==> src/rtl/toll_pkg.sv <==
// toll_pkg: shared state encoding, event codes and reader verdict codes for the toll lane
package toll_pkg;
    typedef enum logic [2:0] {
        S_IDLE,
        S_ARRIVE,
        S_CHECK,
        S_WAIT_PAY,
        S_OPEN,
        S_PASSING
    } state_t;

    typedef enum logic [2:0] {
        EVT_NONE        = 3'd0,
        EVT_EPASS_OPEN  = 3'd1,
        EVT_MANUAL_OPEN = 3'd2,
        EVT_PASSED      = 3'd3,
        EVT_ABORT       = 3'd4,
        EVT_TIMEOUT     = 3'd5
    } evt_t;

    localparam logic [1:0] EP_NONE  = 2'b00;
    localparam logic [1:0] EP_VALID = 2'b10;
    localparam logic [1:0] EP_LOW   = 2'b01;
endpackage

==> src/rtl/ms_tick_gen.sv <==
// ms_tick_gen: free-running prescaler emitting a one-cycle tick every SYS_FREQ/1000 cycles
// Ports: clk, reset_n (async active-low), tick (one-cycle pulse per ms)
module ms_tick_gen #(
    parameter int SYS_FREQ = 10000000
) (
    input  logic clk,
    input  logic reset_n,
    output logic tick
);
    localparam int DIV = SYS_FREQ / 1000;
    localparam int CW  = (DIV > 1) ? $clog2(DIV) : 1;

    logic [CW-1:0] cnt;

    assign tick = cnt == CW'(DIV - 1);

    always_ff @(posedge clk or negedge reset_n)
        if (!reset_n) cnt <= '0;
        else          cnt <= tick ? '0 : cnt + CW'(1);
endmodule

==> src/rtl/toll_lane_ctrl.sv <==
// toll_lane_ctrl: toll lane sequencer driving the barrier and emitting one-entry event records
// Ports: clk, reset_n (async active-low); sensor1/2/3, valid_Epass, enable (async lane inputs);
//        barrier, busy (status); evt_valid/evt_code/evt_ready (event handshake); evt_drop (sticky loss flag)
module toll_lane_ctrl
    import toll_pkg::*;
#(
    parameter int SYS_FREQ        = 10000000,
    parameter int EPASS_WAIT_MS   = 200,
    parameter int OPEN_TIMEOUT_MS = 5000,
    parameter int WIDTH_MS        = 13
) (
    input  logic       clk,
    input  logic       reset_n,
    input  logic       sensor1,
    input  logic       sensor2,
    input  logic       sensor3,
    input  logic [1:0] valid_Epass,
    input  logic       enable,
    output logic       barrier,
    output logic       busy,
    output logic       evt_valid,
    output logic [2:0] evt_code,
    input  logic       evt_ready,
    output logic       evt_drop
);
    localparam logic [WIDTH_MS-1:0] EPASS_LIM = WIDTH_MS'(EPASS_WAIT_MS);
    localparam logic [WIDTH_MS-1:0] OPEN_LIM  = WIDTH_MS'(OPEN_TIMEOUT_MS);

    // bit map: [0] sensor1, [1] sensor2, [2] sensor3, [4:3] valid_Epass, [5] enable
    logic [5:0] sync1, sync2;
    logic [2:0] prev;
    logic       tick;
    logic [WIDTH_MS-1:0] timer;
    state_t     state, next;
    logic       evt_new;
    evt_t       evt_new_code;

    always_ff @(posedge clk or negedge reset_n)
        if (!reset_n) begin
            sync1 <= '0;
            sync2 <= '0;
            prev  <= '0;
        end else begin
            sync1 <= {enable, valid_Epass, sensor3, sensor2, sensor1};
            sync2 <= sync1;
            prev  <= sync2[2:0];
        end

    wire s1      = sync2[0];
    wire s2      = sync2[1];
    wire [1:0] ep = sync2[4:3];
    wire en      = sync2[5];
    wire s1_rise = sync2[0] & ~prev[0];
    wire s1_fall = ~sync2[0] & prev[0];
    wire s2_rise = sync2[1] & ~prev[1];
    wire s3_rise = sync2[2] & ~prev[2];
    wire s3_fall = ~sync2[2] & prev[2];

    ms_tick_gen #(.SYS_FREQ(SYS_FREQ)) u_tick (
        .clk     (clk),
        .reset_n (reset_n),
        .tick    (tick)
    );

    always_comb begin
        next         = state;
        evt_new      = 1'b0;
        evt_new_code = EVT_NONE;
        case (state)
            S_IDLE:
                if (s1_rise) next = S_ARRIVE;
            S_ARRIVE:
                // a simultaneous sensor2 rise wins over the sensor1 fall
                if (s2_rise)           next = S_CHECK;
                else if (s1_fall && !s2) next = S_IDLE;
            S_CHECK:
                if (ep == EP_VALID) begin
                    next = S_OPEN; evt_new = 1'b1; evt_new_code = EVT_EPASS_OPEN;
                end else if (en) begin
                    next = S_OPEN; evt_new = 1'b1; evt_new_code = EVT_MANUAL_OPEN;
                end else if (ep[0] || timer >= EPASS_LIM) begin
                    // 01 and 11 both mean insufficient balance
                    next = S_WAIT_PAY;
                end
            S_WAIT_PAY:
                if (en) begin
                    next = S_OPEN; evt_new = 1'b1; evt_new_code = EVT_MANUAL_OPEN;
                end else if (ep == EP_VALID) begin
                    next = S_OPEN; evt_new = 1'b1; evt_new_code = EVT_EPASS_OPEN;
                end else if (!s1 && !s2) begin
                    next = S_IDLE; evt_new = 1'b1; evt_new_code = EVT_ABORT;
                end
            S_OPEN:
                if (s3_rise) next = S_PASSING;
                else if (timer >= OPEN_LIM) begin
                    next = S_IDLE; evt_new = 1'b1; evt_new_code = EVT_TIMEOUT;
                end
            S_PASSING:
                if (s3_fall) begin
                    next = S_IDLE; evt_new = 1'b1; evt_new_code = EVT_PASSED;
                end
            default: next = S_IDLE;
        endcase
    end

    assign busy = state != S_IDLE;

    always_ff @(posedge clk or negedge reset_n)
        if (!reset_n) begin
            state   <= S_IDLE;
            timer   <= '0;
            barrier <= 1'b0;
        end else begin
            state   <= next;
            timer   <= (next != state) ? '0 : (tick && timer != '1) ? timer + WIDTH_MS'(1) : timer;
            barrier <= next == S_OPEN || next == S_PASSING;
        end

    // single-entry record: a pending event is never overwritten, a lost one sets evt_drop
    always_ff @(posedge clk or negedge reset_n)
        if (!reset_n) begin
            evt_valid <= 1'b0;
            evt_code  <= '0;
            evt_drop  <= 1'b0;
        end else if (evt_new && (!evt_valid || evt_ready)) begin
            evt_valid <= 1'b1;
            evt_code  <= evt_new_code;
        end else begin
            if (evt_new)   evt_drop  <= 1'b1;
            if (evt_ready) evt_valid <= 1'b0;
        end
endmodule

==> config.mk <==
export PLATFORM = sky130hd
export DESIGN_NAME = toll_lane_ctrl
export DESIGN_NICKNAME = d
export VERILOG_FILES = /design/src/rtl/toll_pkg.sv /design/src/rtl/ms_tick_gen.sv /design/src/rtl/toll_lane_ctrl.sv
export SDC_FILE = /design/constraint.sdc
export NUM_CORES = 1
export LEC_CHECK = 0
export ABC_AREA = 1
export CAP_MARGIN = 5
export CORE_MARGIN = 4
export CORE_UTILIZATION = 55
export DETAILED_ROUTE_END_ITERATION = 6
export PLACE_DENSITY = 0.8
export SYNTH_ARGS = -nofsm -noshare
export SYNTH_HDL_FRONTEND = slang
export SYNTH_SLANG_ARGS = --single-unit
export TNS_END_PERCENT = 20
==> constraint.sdc <==
create_clock -name clk -period 2.1 [get_ports clk]
set_input_delay 0.63 -clock clk [delete_from_list [all_inputs] [get_ports clk]]
set_output_delay 0.63 -clock clk [all_outputs]
set_load 0.005 [all_outputs]
==> impl_metrics.csv <==
group,metric,value,unit
outcome,status,"complete, no violations",
sta,timing.setup.tns,0,ps
floorplan,start_util,0.576,
critical_path,critPathRequiredTime,1470,ps
sta,slew_viol_final,0,
grt,grt_max_degree,52,
sta,rsz0062_at_grt,"false",
synthesis,async_flop_share,1.00,
drt,totalWireLength,4460,um
layout,antennaDiodeCount,0,
placement,port_buffers,15,
layout,fin_nets,348,
hold_path,hp-class,"in -> async",
drt,viasPerCell,5.12,
cts,cts.clk_slew.worst_paths,90,ps
cts,cts_buffer_depth,2,
drt,vias,1985,
pwr,leakage,1.38,nW
critical_path,arrival,1370,ps
pwr,p_total,2.29,mW
drt,wl_per_cell,11.5,um
grt,grt_use_total,0.170,
synthesis,synth.distinct_cells,29,
cts,htreeDepth,2,
sta,tightest_slew,354,ps
synthesis,ys_seq_area_frac,0.499,
sta,setup_viol,0,
layout,fin_util,0.650,
floorplan,ioPinCount,16,
cts,ctsHoldBuffers,0,
synthesis,netlist_area,2560,um2
critical_path,critPathKind,"reg -> out",
floorplan,rows,24,
cts,clock-root-buffer,"clkbuf_8",
drt,firstDrtPassIters,4,
synthesis,synth_edf_count,0,
sta,fin_crit_sh,0.952,
placement,gp_congestion,0.870,
grt,grt_overflow_total,0,
pwr,ir_drop,0.449,mV
cts,cts_buffers,5,
synthesis,ys_top_cells_by_area,"dfrtp_1 50%, nand2_1 11%, nor2_1 6.6%",
floorplan,die_area,5810,um2
critical_path,end_kind,"primary output",
pwr,pwr_density_cell,794,nW/um2
sta,max_freq,500,MHz
synthesis,synthMostInstantiatedCell,"nand2_1",
cts,cts.sinks,51,
synthesis,synth_cells,313,
grt,grt_antenna_before_repair,0,
synthesis,synth.avg_cell_area,8.18,um2
grt,grt_pass1_vias,1889,
layout,drive_gt1_frac,0.125,
sta,finalHoldViolations,0,
synthesis,yosys_warnings,0,
cts,clk_latency,300,ps
critical_path,r2r-start,"u_tick.cnt[0]$_DFF_PN0_",
critical_path,reg2reg_depth,8,
drt,drc,0,
floorplan,core,4440,um2
synthesis,yosysTopAreaCell,"dfrtp_1",
grt,grt_pass1_wl,8100,um
floorplan,dieHeight,76.2,um
sta,maxSlewHeadroom,0.762,
critical_path,worst_setup_path_start_kind,"register",
drt,first_iter_violations,74,
sta,min_period,2000,ps
critical_path,crit_fanout,6,
synthesis,synth_flop_cell,"dfrtp_1",
synthesis,ys_ff_latch,51,
job,drv_cap,0,
critical_path,reg2reg_slack,280,ps
floorplan,die-width,76.2,um
synthesis,synthTopCellsByCount,"76 x nand2_1, 51 x dfrtp_1, 45 x nor2_1, 35 x inv_1, 22 x nand3_1",
critical_path,reg2reg_to,"timer[9]$_DFFE_PN0P_",
layout,area_growth,12.8,%
drt,ant_nets,0,
cts,cts_tree,"built",
synthesis,synth_top_cell_area_share,0.499,
synthesis,synth_nets,325,
placement,post-dp-hpwl,3290,um
sta,final.setup_skew,8.50,ps
## cell usage in the layout (no fill, tap or decap), types with 2 or more instances in the layout
cell | Yosys | routed
nand2_1 | 76 | 76
nand3_2 | 2 | 2
inv_2 | 5 | 5
clkdlybuf4s50_1 | 0 | 14
nand3_1 | 22 | 22
clkbuf_8 | 0 | 5
buf_4 | 1 | 3
dfrtp_2 | 0 | 2
nor2_2 | 15 | 15
o21ai_0 | 10 | 10
ha_1 | 3 | 3
xor2_1 | 10 | 10
nor2_1 | 45 | 45
a21oi_1 | 5 | 5
nand2_2 | 2 | 2
nor3_4 | 2 | 2
nand4_1 | 9 | 9
inv_1 | 35 | 35
nor3_1 | 5 | 5
xnor2_1 | 3 | 3
dfrtp_1 | 51 | 49
## area by class of cell
| type | count | area (um2) |
|---|---|---|
| Fill cell | 374 | 1560 |
| Timing Repair Buffer | 19 | 188 |
| Clock buffer | 6 | 72.6 |
| Multi-Input combinational cell | 218 | 1100 |
| Tap cell | 52 | 65.1 |
| Sequential cell | 51 | 1280 |
| Clock inverter | 1 | 30.0 |
| Inverter | 41 | 154 |
## per-layer routing
metal / up-vias / share of wire / global-route usage / wire, um
met5: - / 0 / 0 / 0
met3: 6 / 0.031 / 0.0473 / 137
li1: 1023 / - / - / -
met1: 931 / 0.48 / 0.222 / 2130
met4: 0 / 0.014 / 0.0489 / 63
met2: 25 / 0.48 / 0.276 / 2130
## where the power goes
part	total [mW]	switching [mW]	internal, mW
logic	0.541	0.325	0.217
registers	1.10	0.0519	1.05
clock network	0.647	0.298	0.349
total	2.29	0.674	1.62
## kinds of logic after synthesis
kind of cell | after synthesis | synth area share
simple gates | 182 | 0.326
xor+xnor | 13 | 0.0445
buf+inv | 44 | 0.0718
flops | 51 | 0.499
fa+ha+maj | 3 | 0.0147
compound gates | 20 | 0.0440
## state kept, by name (all words and copies together) (netlist names), 3 cells and up
name,cells
evt_code,3
u_tick.cnt,14
sync2,6
sync1,6
timer,13
prev,3
state,3
## critical path, cell delays in order, from the launching register on
cell and delay (ps):
dfrtp_2 450, nor2_1 120, nand2_1 60, clkdlybuf4s50_1 440
## per-stage QoR
step / cell area (um2) / hold slack (ps) / setup slack [ps] / instances
after global routing: 2890 / 294 / 16.9 / 388
after floorplan: 2560 / 331 / 522 / 313
final: 2890 / 288 / 100 / 388
after CTS: 2860 / 306 / 27.0 / 385
after global placement: 2760 / 331 / 330 / 378
after detailed placement: 2760 / 335 / 286 / 378
## repair_timing
item | 4_1_cts | 5_1_grt
gates resized for setup | 1 | 1
endpoints found under the setup margin | 1 | 1
buffers inserted | 0 | 3
## worst max-delay path by stage
stage / slack (ps) / start / depth (start not counted) / to
after global placement: 330 / state[0]$_DFF_PN0_ / 3 / busy
after global routing: 20 / state[1]$_DFF_PN0_ / 3 / busy
after CTS: 30 / state[2]$_DFF_PN0_ / 3 / busy
after detailed placement: 290 / u_tick.cnt[0]$_DFF_PN0_ / 8 / timer[9]$_DFFE_PN0P_
after floorplan: 520 / u_tick.cnt[0]$_DFF_PN0_ / 7 / timer[10]$_DFFE_PN0P_
final: 100 / state[0]$_DFF_PN0_ / 3 / busy
Note: power is estimated with default switching activity, not from simulation.
